$ cat src/rtl/bcd_serial_adder.sv
// Digit-serial multi-digit BCD adder, one digit per clock, LSD first, with a start/done handshake.
// Optional feature macro BCD_SUB_EN adds i_sub for ten's-complement subtraction (A-B).
module bcd_serial_adder #(
    parameter int unsigned DIGITS = 4
) (
    input  logic                  i_clk,
    input  logic                  i_reset_n,
    input  logic                  i_start,
    input  logic [4*DIGITS-1:0]   i_a,
    input  logic [4*DIGITS-1:0]   i_b,
    input  logic                  i_cin,
`ifdef BCD_SUB_EN
    input  logic                  i_sub,
`endif
    output logic                  o_ready,
    output logic                  o_busy,
    output logic                  o_done,
    output logic [4*DIGITS-1:0]   o_sum,
    output logic                  o_carry,
    output logic                  o_err
);

    localparam int unsigned W  = 4 * DIGITS;
    localparam int unsigned CW = (DIGITS > 1) ? $clog2(DIGITS) : 1;
    localparam logic [CW-1:0] LastDigit = CW'(DIGITS - 1);

    typedef enum logic [1:0] {StIdle, StAdd, StDone} state_t;

    state_t          state;
    logic [W-1:0]    a_reg;
    logic [W-1:0]    b_reg;
    logic [W-1:0]    sum_reg;
    logic            carry_reg;
    logic [CW-1:0]   cnt;

    logic [W-1:0]    b_eff;
    logic            c_init;
    logic            in_err;
    logic            accept;
    logic [3:0]      a_dig;
    logic [3:0]      b_dig;
    logic [4:0]      raw;
    logic [3:0]      d_dig;
    logic            c_next;
    logic [W-1:0]    sum_next;

    function automatic logic any_invalid(input logic [W-1:0] v);
        logic r;
        r = 1'b0;
        for (int k = 0; k < int'(DIGITS); k++) begin
            r = r | (v[4*k +: 4] > 4'd9);
        end
        return r;
    endfunction

`ifdef BCD_SUB_EN
    // Nine's complement per digit; out-of-range digits simply wrap in 4 bits.
    function automatic logic [W-1:0] nines(input logic [W-1:0] v);
        logic [W-1:0] r;
        r = '0;
        for (int k = 0; k < int'(DIGITS); k++) begin
            r[4*k +: 4] = 4'd9 - v[4*k +: 4];
        end
        return r;
    endfunction

    assign b_eff  = i_sub ? nines(i_b) : i_b;
    assign c_init = i_sub | i_cin;
`else
    assign b_eff  = i_b;
    assign c_init = i_cin;
`endif

    assign in_err  = any_invalid(i_a) | any_invalid(i_b);
    assign accept  = i_start && (state != StAdd);
    assign o_ready = (state != StAdd);
    assign o_busy  = (state == StAdd);

    always_comb begin
        a_dig    = a_reg[4*cnt +: 4];
        b_dig    = b_reg[4*cnt +: 4];
        raw      = {1'b0, a_dig} + {1'b0, b_dig} + {4'd0, carry_reg};
        d_dig    = raw[3:0];
        c_next   = 1'b0;
        if (raw > 5'd9) begin
            d_dig  = raw[3:0] + 4'd6;
            c_next = 1'b1;
        end
        sum_next              = sum_reg;
        sum_next[4*cnt +: 4]  = d_dig;
    end

    always_ff @(posedge i_clk or negedge i_reset_n) begin
        if (!i_reset_n) begin
            state     <= StIdle;
            a_reg     <= '0;
            b_reg     <= '0;
            sum_reg   <= '0;
            carry_reg <= 1'b0;
            cnt       <= '0;
            o_done    <= 1'b0;
            o_sum     <= '0;
            o_carry   <= 1'b0;
            o_err     <= 1'b0;
        end else begin
            o_done <= 1'b0;
            unique case (state)
                StIdle, StDone: begin
                    if (accept) begin
                        state     <= StAdd;
                        a_reg     <= i_a;
                        b_reg     <= b_eff;
                        sum_reg   <= '0;
                        carry_reg <= c_init;
                        cnt       <= '0;
                        o_err     <= in_err;
                    end else begin
                        state <= StIdle;
                    end
                end
                StAdd: begin
                    sum_reg   <= sum_next;
                    carry_reg <= c_next;
                    if (cnt == LastDigit) begin
                        state   <= StDone;
                        o_sum   <= sum_next;
                        o_carry <= c_next;
                        o_done  <= 1'b1;
                    end else begin
                        cnt <= cnt + 1'b1;
                    end
                end
                default: state <= StIdle;
            endcase
        end
    end

endmodule
$ cat config.mk
export PLATFORM = sky130hd
export DESIGN_NAME = bcd_serial_adder
export DESIGN_NICKNAME = d
export VERILOG_FILES = /design/src/rtl/bcd_serial_adder.sv
export SDC_FILE = /design/constraint.sdc
export NUM_CORES = 1
export LEC_CHECK = 0
export CAP_MARGIN = 10
export CELL_PAD_IN_SITES_DETAIL_PLACEMENT = 1
export CELL_PAD_IN_SITES_GLOBAL_PLACEMENT = 1
export CORE_ASPECT_RATIO = 1.25
export CORE_MARGIN = 2
export CORE_UTILIZATION = 45
export DETAILED_ROUTE_END_ITERATION = 8
export MAX_ROUTING_LAYER = met4
export PLACE_DENSITY_LB_ADDON = 0.1
export SKIP_CTS_REPAIR_TIMING = 1
export SYNTH_ARGS = -nofsm -noshare
export SYNTH_HDL_FRONTEND = slang
export SYNTH_SLANG_ARGS = --single-unit
$ cat constraint.sdc
create_clock -name i_clk -period 11.1 [get_ports i_clk]
set_input_delay 2.22 -clock i_clk [delete_from_list [all_inputs] [get_ports i_clk]]
set_output_delay 2.22 -clock i_clk [all_outputs]
set_load 0.1 [all_outputs]
* Yosys cells after proc, flatten, opt, wreduce, memory -nomap -nowiden
Cells that the tools add are included.
W data, S select, Z words.
** Word-level totals
- Logic and storage cells :: 65
- Register bits :: 72
- Bits of input ports :: 36
- Output and inout port bits :: 21
** Cells by class
- Muxes and demuxes :: 15
- Bitwise operators :: 7
- $lt $le $gt $ge :: 9
- $add $sub $neg :: 5
- Equality and inequality tests :: 7
- Shift-type cells :: 4
- Reductions and logical operators :: 8
** Operator list (number)
- $neg A4 Y34 :: 1
- $shift A4 B34 Y16 const A :: 1
- $shiftx A4 B34 Y16 :: 1
- $gt A4 B4 Y1 const B :: 8
- $pmux W16 S2 :: 1
- $shiftx A16 B5 Y4 :: 2
- $bwmux W16 :: 1
- $mux W16 :: 1
- $pmux W2 S2 :: 2
- $or A1 B1 Y1 :: 7
- $mux W2 :: 3
- $reduce_and A2 Y1 :: 3
- $add A4 B4 Y5 :: 1
- $add A5 B1 Y5 :: 1
- $gt A5 B4 Y1 const B :: 1
- $mux W1 :: 5
- $add A4 B3 Y4 const B :: 1
- $eq A2 B2 Y1 const B :: 2
- $mux W4 :: 1
- $ne A2 B1 Y1 const B :: 2
- $ne A2 B2 Y1 const B :: 2
- $reduce_and A3 Y1 :: 1
- $add A2 B1 Y2 const B :: 1
- $eq A2 B1 Y1 const B :: 1
- 5 further kinds :: 5

* Logic depth before layout (Yosys ltp)
Gate-level depths: netlist (run 1).
- Word-level depth :: 8
- Gate-level depth with buffers :: 11
- Depth with buffers taken out :: 10

* Least setup slack after synthesis (run 1)
OpenSTA, ideal clock, no wires.
- Path type :: flip-flop to output port
- From :: register state[1]
- To :: output port o_busy
- Arrival :: 2.395 ns
- Path slack :: 6.485 ns
- Data required time :: 8.880 ns
- Cell stages (with the launch flop) :: 4
- Buffers on the path :: 1
- Cell sequence :: dfrtp_1 -> nand2b_1 -> inv_1 -> buf_1
** On the way
- Word-level cells in the longest chain between the ends :: 1
** Ends and longest elaborated chain
- from (decl) :: RTL line 29 : state_t state;
- from (signal assigned) :: RTL line 95 : state <= StIdle;
- from (signal assigned) :: RTL line 110 : state <= StAdd;
- from (signal assigned) :: RTL line 118 : state <= StIdle;
- $eq A2 B1 Y1 :: RTL line 77 : assign o_busy = (state == StAdd);
- to (decl) :: RTL line 16 : output logic o_busy,
Every way passes these cells.

* Worst setup path after layout (run 1)
Ends and elaborated chain as after synthesis.

==> results of run 1 <==
[routing by layer]
metal | vias up | track usage | routed length (µm) | share of wire
li1 | 1131 | - | - | -
met1 | 1234 | 0.250 | 3200 | 0.40
met2 | 49 | 0.384 | 4360 | 0.55
met3 | 10 | 0.0520 | 284 | 0.036
met4 | 0 | 0.0821 | 136 | 0.017
met5 | - | - | 0 | 0
[cell type report]
class	count	area, µm²
Inverter	11	41.3
Tap cell	92	115
Clock inverter	6	85.1
Clock buffer	9	124
Sequential cell	72	1800
Timing Repair Buffer	57	563
Fill cell	767	3100
Multi-Input combinational cell	188	1490
[cells in the final DEF (no fill, tap or decap), drive strengths merged, types with 3 or more instances in the layout]
| cell type | Yosys | final |
|---|---|---|
| mux4 | 8 | 8 |
| mux2 | 33 | 33 |
| a221oi | 4 | 4 |
| dfrtp | 72 | 72 |
| o21ai | 35 | 35 |
| nand2 | 26 | 26 |
| ha | 10 | 10 |
| clkdlybuf4s50 | 0 | 55 |
| inv | 11 | 11 |
| and3 | 10 | 10 |
| nor2 | 12 | 12 |
| nor3b | 3 | 3 |
| a21oi | 20 | 20 |
| a32o | 4 | 4 |
| clkbuf | 6 | 9 |
[per-stage QoR]
stage,hold WS [ns],utilization,setup slack (ns)
floorplan,0.442,-,6.48
global placement,0.454,0.548,6.79
detailed placement,0.465,0.548,6.76
CTS,0.481,0.576,6.37
global route,0.507,0.576,6.26
finish,0.482,0.576,6.39
[worst paths after layout]
kind                            cells after the start          end  slack (ns)         from
worst min register to register                      2  sum_reg[14]        0.48  sum_reg[14]
worst min-delay path                                2  sum_reg[14]        0.48  sum_reg[14]
worst max-delay path                                3       o_busy        6.39     state[1]
worst max register to register                     10     o_sum[3]        6.89       cnt[0]
max in group asynchronous                           2     b_reg[9]        8.40    i_reset_n
min in group asynchronous                           2     o_sum[0]        2.09    i_reset_n
[logic make-up (layout without fill, tap and decap cells)]
family	after synthesis	after routing	synth area share
DFF	72	72	0.535
AOI/OAI and AO/OA	70	70	0.128
xor gates and xnor gates	2	2	0.00743
adders and majority gates	12	12	0.0490
muxes	41	41	0.165
and+or+nand+nor	63	63	0.0895
buffers and inverters	23	83	0.0264
[critical path, delay by kind of cell (launching register included)]
family	cells	cell delay (ns)
buf+inv	2	1.59
flops	1	0.36
simple gates	1	0.18
==> qor.csv, run 1 <==
metric;value;unit
outcome;complete, no violations;
HP Class;flip-flop to flip-flop;
DRC Markers;0;
Post-Route WL;7980;µm
synth top area cells;dfrtp_1, mux2_2, mux4_2, o21ai_0, ha_1;
I/O Buffers;56;
Vias/cell;5.57;
pin count of the biggest net entering global routing;73;
Max Root-Sink Buffers;2;
area leader, netlist;dfrtp_1;
final instance area;4220;µm²
synthesized area;3370;µm²
Period Utilization, post-route;0.424;
Commonest cells post-synth;dfrtp_1, mux2_2, o21ai_0, nand2_1, a21oi_1;
fraction of layout cells with a size suffix above 1;0.195;
Final Hold Fails;0;
TritonRoute pass-1 iters;4;
Worst Tran Pin Value;1.13;ns
Routed WL per cell;18.3;µm
Period minus WS final;4.71;ns
Worst EP required;8.88;ns
root buf cell;clkbuf_8;
H-tree levels;3;
post-route ant nets;0;
Synth Instances;283;
max frequency;0.212;GHz
Placer Congestion;0.741;
Rows;35;
global-route wire length before repair;13000;µm
warnings from Yosys;0;
Mapped Nets;331;
CTS sink count;72;
Reg clk slew, reported paths;0.08;ns
CP arrival;2.49;ns
RSZ-0062 raised after global routing;false;
worst-path fanout max;15;
synth unique cells;37;
sequential area share after synthesis;0.535;
Async S/R FF share, synth;1.00;
Die Y-Extent;101;µm
later-pin clock latency in the skew report;0.35;ns
fin cells;435;
initial drt markers;130;
slowest CP cell;clkdlybuf4s50_1;
vias;2424;
worst clock skew;0.00939;ns
dpl cells;420;
Die Span X;81.4;µm
vias in the first global route;2647;
Slew Limit Headroom;0.248;
Initial Util;0.461;
CTS buffer count;9;
initial antenna violation count;0;
Top FF cell, synth;dfrtp_1;
area grow syn2layout;25.1;%
crit path capture type;output port;
setup_tns;0;ns
worst-path cell chain;nand2b_1 > inv_1 > clkdlybuf4s50_1;
crit path launch type;flip-flop;
grt ovf;0;
post-place instance area;4010;µm²
DP HPWL;5470;µm
share of the synthesized area in the top cell type;0.535;
die area;8200;µm²
top-count cell post-synth;dfrtp_1;
io pins;57;
Pins Over Slew Limit;0;
final net count;387;
Final setup viols;0;
n_diodes;0;
core box area;7310;µm²
GRT Overall Usage;0.223;
EDFF count, synth;0;
Synth Area per Inst;11.9;µm²
Yosys reg bits;72;
MaxCap Viol Count;0;
Crit Path Category;flip-flop to output port;
Worst path max stage delay;1.22;ns
CTS tree;built;
Power of run 1 is not shown: default switching activity piles up to over one toggle a cycle in this logic, so the estimate is an artifact.
==> run 2, diff against run 1 <==
--- a/config.mk
+++ b/config.mk
@@ -10,7 +10,7 @@
 export CELL_PAD_IN_SITES_GLOBAL_PLACEMENT = 1
 export CORE_ASPECT_RATIO = 1.25
 export CORE_MARGIN = 2
-export CORE_UTILIZATION = 45
+export CORE_UTILIZATION = 38
 export DETAILED_ROUTE_END_ITERATION = 8
 export MAX_ROUTING_LAYER = met4
 export PLACE_DENSITY_LB_ADDON = 0.1
==> constraint.sdc (replaced) <==
create_clock -name i_clk -period 4.2 [get_ports i_clk]
set_input_delay 0.84 -clock i_clk [delete_from_list [all_inputs] [get_ports i_clk]]
set_output_delay 0.84 -clock i_clk [all_outputs]
set_load 0.1 [all_outputs]
==> run 2 against run 1 <==
Critical path depth rose by 7. Largest cell class unchanged. Cell count rose by 7.6%. First-iteration DRC count down 62%. Flip-flop and latch count did not move. Core utilization decreased by 8.1 points. Clock skew up 0.0027 ns.
==> qor.csv, run 2 (synthesized netlist as in run 1, its figures left out) <==
metric;value;unit;change
root buf cell;clkbuf_8;;unchanged
H-tree levels;3;;unchanged
later-pin clock latency in the skew report;0.35;ns;about the same
GRT Overall Usage;0.191;;was 0.223
CTS sink count;72;;unchanged
die area;9640;µm²;was 8200 µm²
Routed WL per cell;17.5;µm;was 18.3 µm
core box area;8650;µm²;was 7310 µm²
Crit Path Category;flip-flop to flip-flop;;was flip-flop to output port
pin count of the biggest net entering global routing;73;;unchanged
Fill cells;936;;was 767
Initial Util;0.389;;was 0.461
wire length on met2;4450;µm;was 4360 µm
Placer Congestion;0.727;;was 0.741
crit path launch type;flip-flop;;unchanged
worst clock skew;0.0121;ns;was 0.00939 ns
Die Y-Extent;109;µm;was 101 µm
outcome;complete, no violations;;unchanged
DRC Markers;0;;unchanged
vias;2464;;was 2424
CTS tree;built;;unchanged
commonest non-fill, non-tap cell in the layout;dfrtp_1;;unchanged
M1 WL;3300;µm;was 3200 µm
Post-Route WL;8170;µm;was 7980 µm
RSZ-0062 raised after global routing;false;;unchanged
post-route ant nets;0;;unchanged
fraction of layout cells with a size suffix above 1;0.210;;was 0.195
Worst EP required;4.41;ns;was 8.88 ns
crit path capture type;flip-flop;;was output port
setup_tns;0;ns;unchanged
Final setup viols;0;;unchanged
MaxCap Viol Count;0;;unchanged
initial antenna violation count;0;;unchanged
Rows;38;;was 35
I/O Buffers;56;;unchanged
metal3 WL;235;µm;was 284 µm
DR top layer;met4;;unchanged
Vias/cell;5.26;;was 5.57
Period Utilization, post-route;0.902;;
Worst Tran Pin Value;0.965;ns;was 1.13 ns
max frequency;0.264;GHz;
Die Span X;88.2;µm;was 81.4 µm
DP HPWL;5850;µm;was 5470 µm
Final Hold Fails;0;;unchanged
worst-path fanout max;8;;was 15
global-route wire length before repair;13300;µm;was 13000 µm
TritonRoute pass-1 iters;4;;unchanged
post-place instance area;4070;µm²;was 4010 µm²
Worst Slack Setup Final;0.411;ns;was 6.39 ns
Max Root-Sink Buffers;2;;unchanged
pre-CTS setup slack;0.367;ns;was 6.76 ns
Slew Limit Headroom;0.355;;was 0.248
grt ovf;0;;unchanged
CTS buffer count;9;;unchanged
final instance area;4280;µm²;was 4220 µm²
CP arrival;4.00;ns;was 2.49 ns
HP Class;flip-flop to flip-flop;;unchanged
io pins;57;;unchanged
initial drt markers;50;;was 130
area grow syn2layout;27.2;%;was 25.1%
Period minus WS final;3.79;ns;
vias in the first global route;2638;;was 2647
Reg clk slew, reported paths;0.09;ns;was 0.08 ns
n_diodes;0;;unchanged
final net count;391;;was 387
commonest non-fill, non-tap cells in the layout;dfrtp_1, clkdlybuf4s50_1, mux2_2, o21ai_0, nand2_1;;unchanged
Pins Over Slew Limit;0;;unchanged
==> run 2: layout make-up <==
class | count | area (µm²) | share of cell area
multi-input combinational | 188 | 1490 | 0.347
sequential | 72 | 1800 | 0.421
tap | 120 | 150 | 0.0351
inverter | 11 | 41.3 | 0.00964
clock buffer | 11 | 151 | 0.0353
clock inverter | 5 | 62.6 | 0.0146
timing repair buffer | 61 | 591 | 0.138
==> run 2: worst max-delay path, stage by stage (launching register included) <==
cell	delay (ns)
dfrtp_1	0.55
mux4_2	0.57
fa_1	0.44
fa_1	0.42
xnor2_1	0.19
ha_1	0.24
nor2b_1	0.13
a31o_1	0.22
o31a_4	0.31
xnor2_2	0.41
o21ai_0	0.19
==> run 2: metrics by stage <==
step           cells  hold slack [ns]  utilization
2_1_floorplan    283            0.442            -
3_3_place_gp     452            0.452        0.470
3_5_place_dp     452            0.458        0.470
4_1_cts          468            0.476        0.495
5_1_grt          468            0.510        0.495
6_report         468            0.477        0.495
==> run 2: worst paths after layout <==
| path | cells after the start | from | slack (ns) | to |
|---|---|---|---|---|
| max | 10 | cnt[0] | 0.41 | sum_reg[13] |
| min | 2 | sum_reg[14] | 0.48 | sum_reg[14] |
| max reg2reg | 10 | cnt[0] | 0.41 | sum_reg[13] |
| min reg2reg | 2 | sum_reg[14] | 0.48 | sum_reg[14] |
| max in group asynchronous | 2 | i_reset_n | 2.88 | a_reg[14] |
| min in group asynchronous | 2 | i_reset_n | 0.67 | o_done |
==> run 2: per-layer routing <==
metal  track usage  vias up
met5             -        -
met2         0.339       50
met1         0.206     1251
li1              -     1150
met3        0.0295       13
met4        0.0887        0
Power of run 2 is left out for the same reason.
==> run 3, diff against run 2 <==
--- a/config.mk
+++ b/config.mk
@@ -5,6 +5,7 @@
 export SDC_FILE = /design/constraint.sdc
 export NUM_CORES = 1
 export LEC_CHECK = 0
+export ABC_CLOCK_PERIOD_IN_PS = 4200
 export CAP_MARGIN = 10
 export CELL_PAD_IN_SITES_DETAIL_PLACEMENT = 1
 export CELL_PAD_IN_SITES_GLOBAL_PLACEMENT = 1
==> results of run 3 <==
Final layout, timing and power as in run 2 (identical DEF).
Power of run 3 is left out for the same reason.
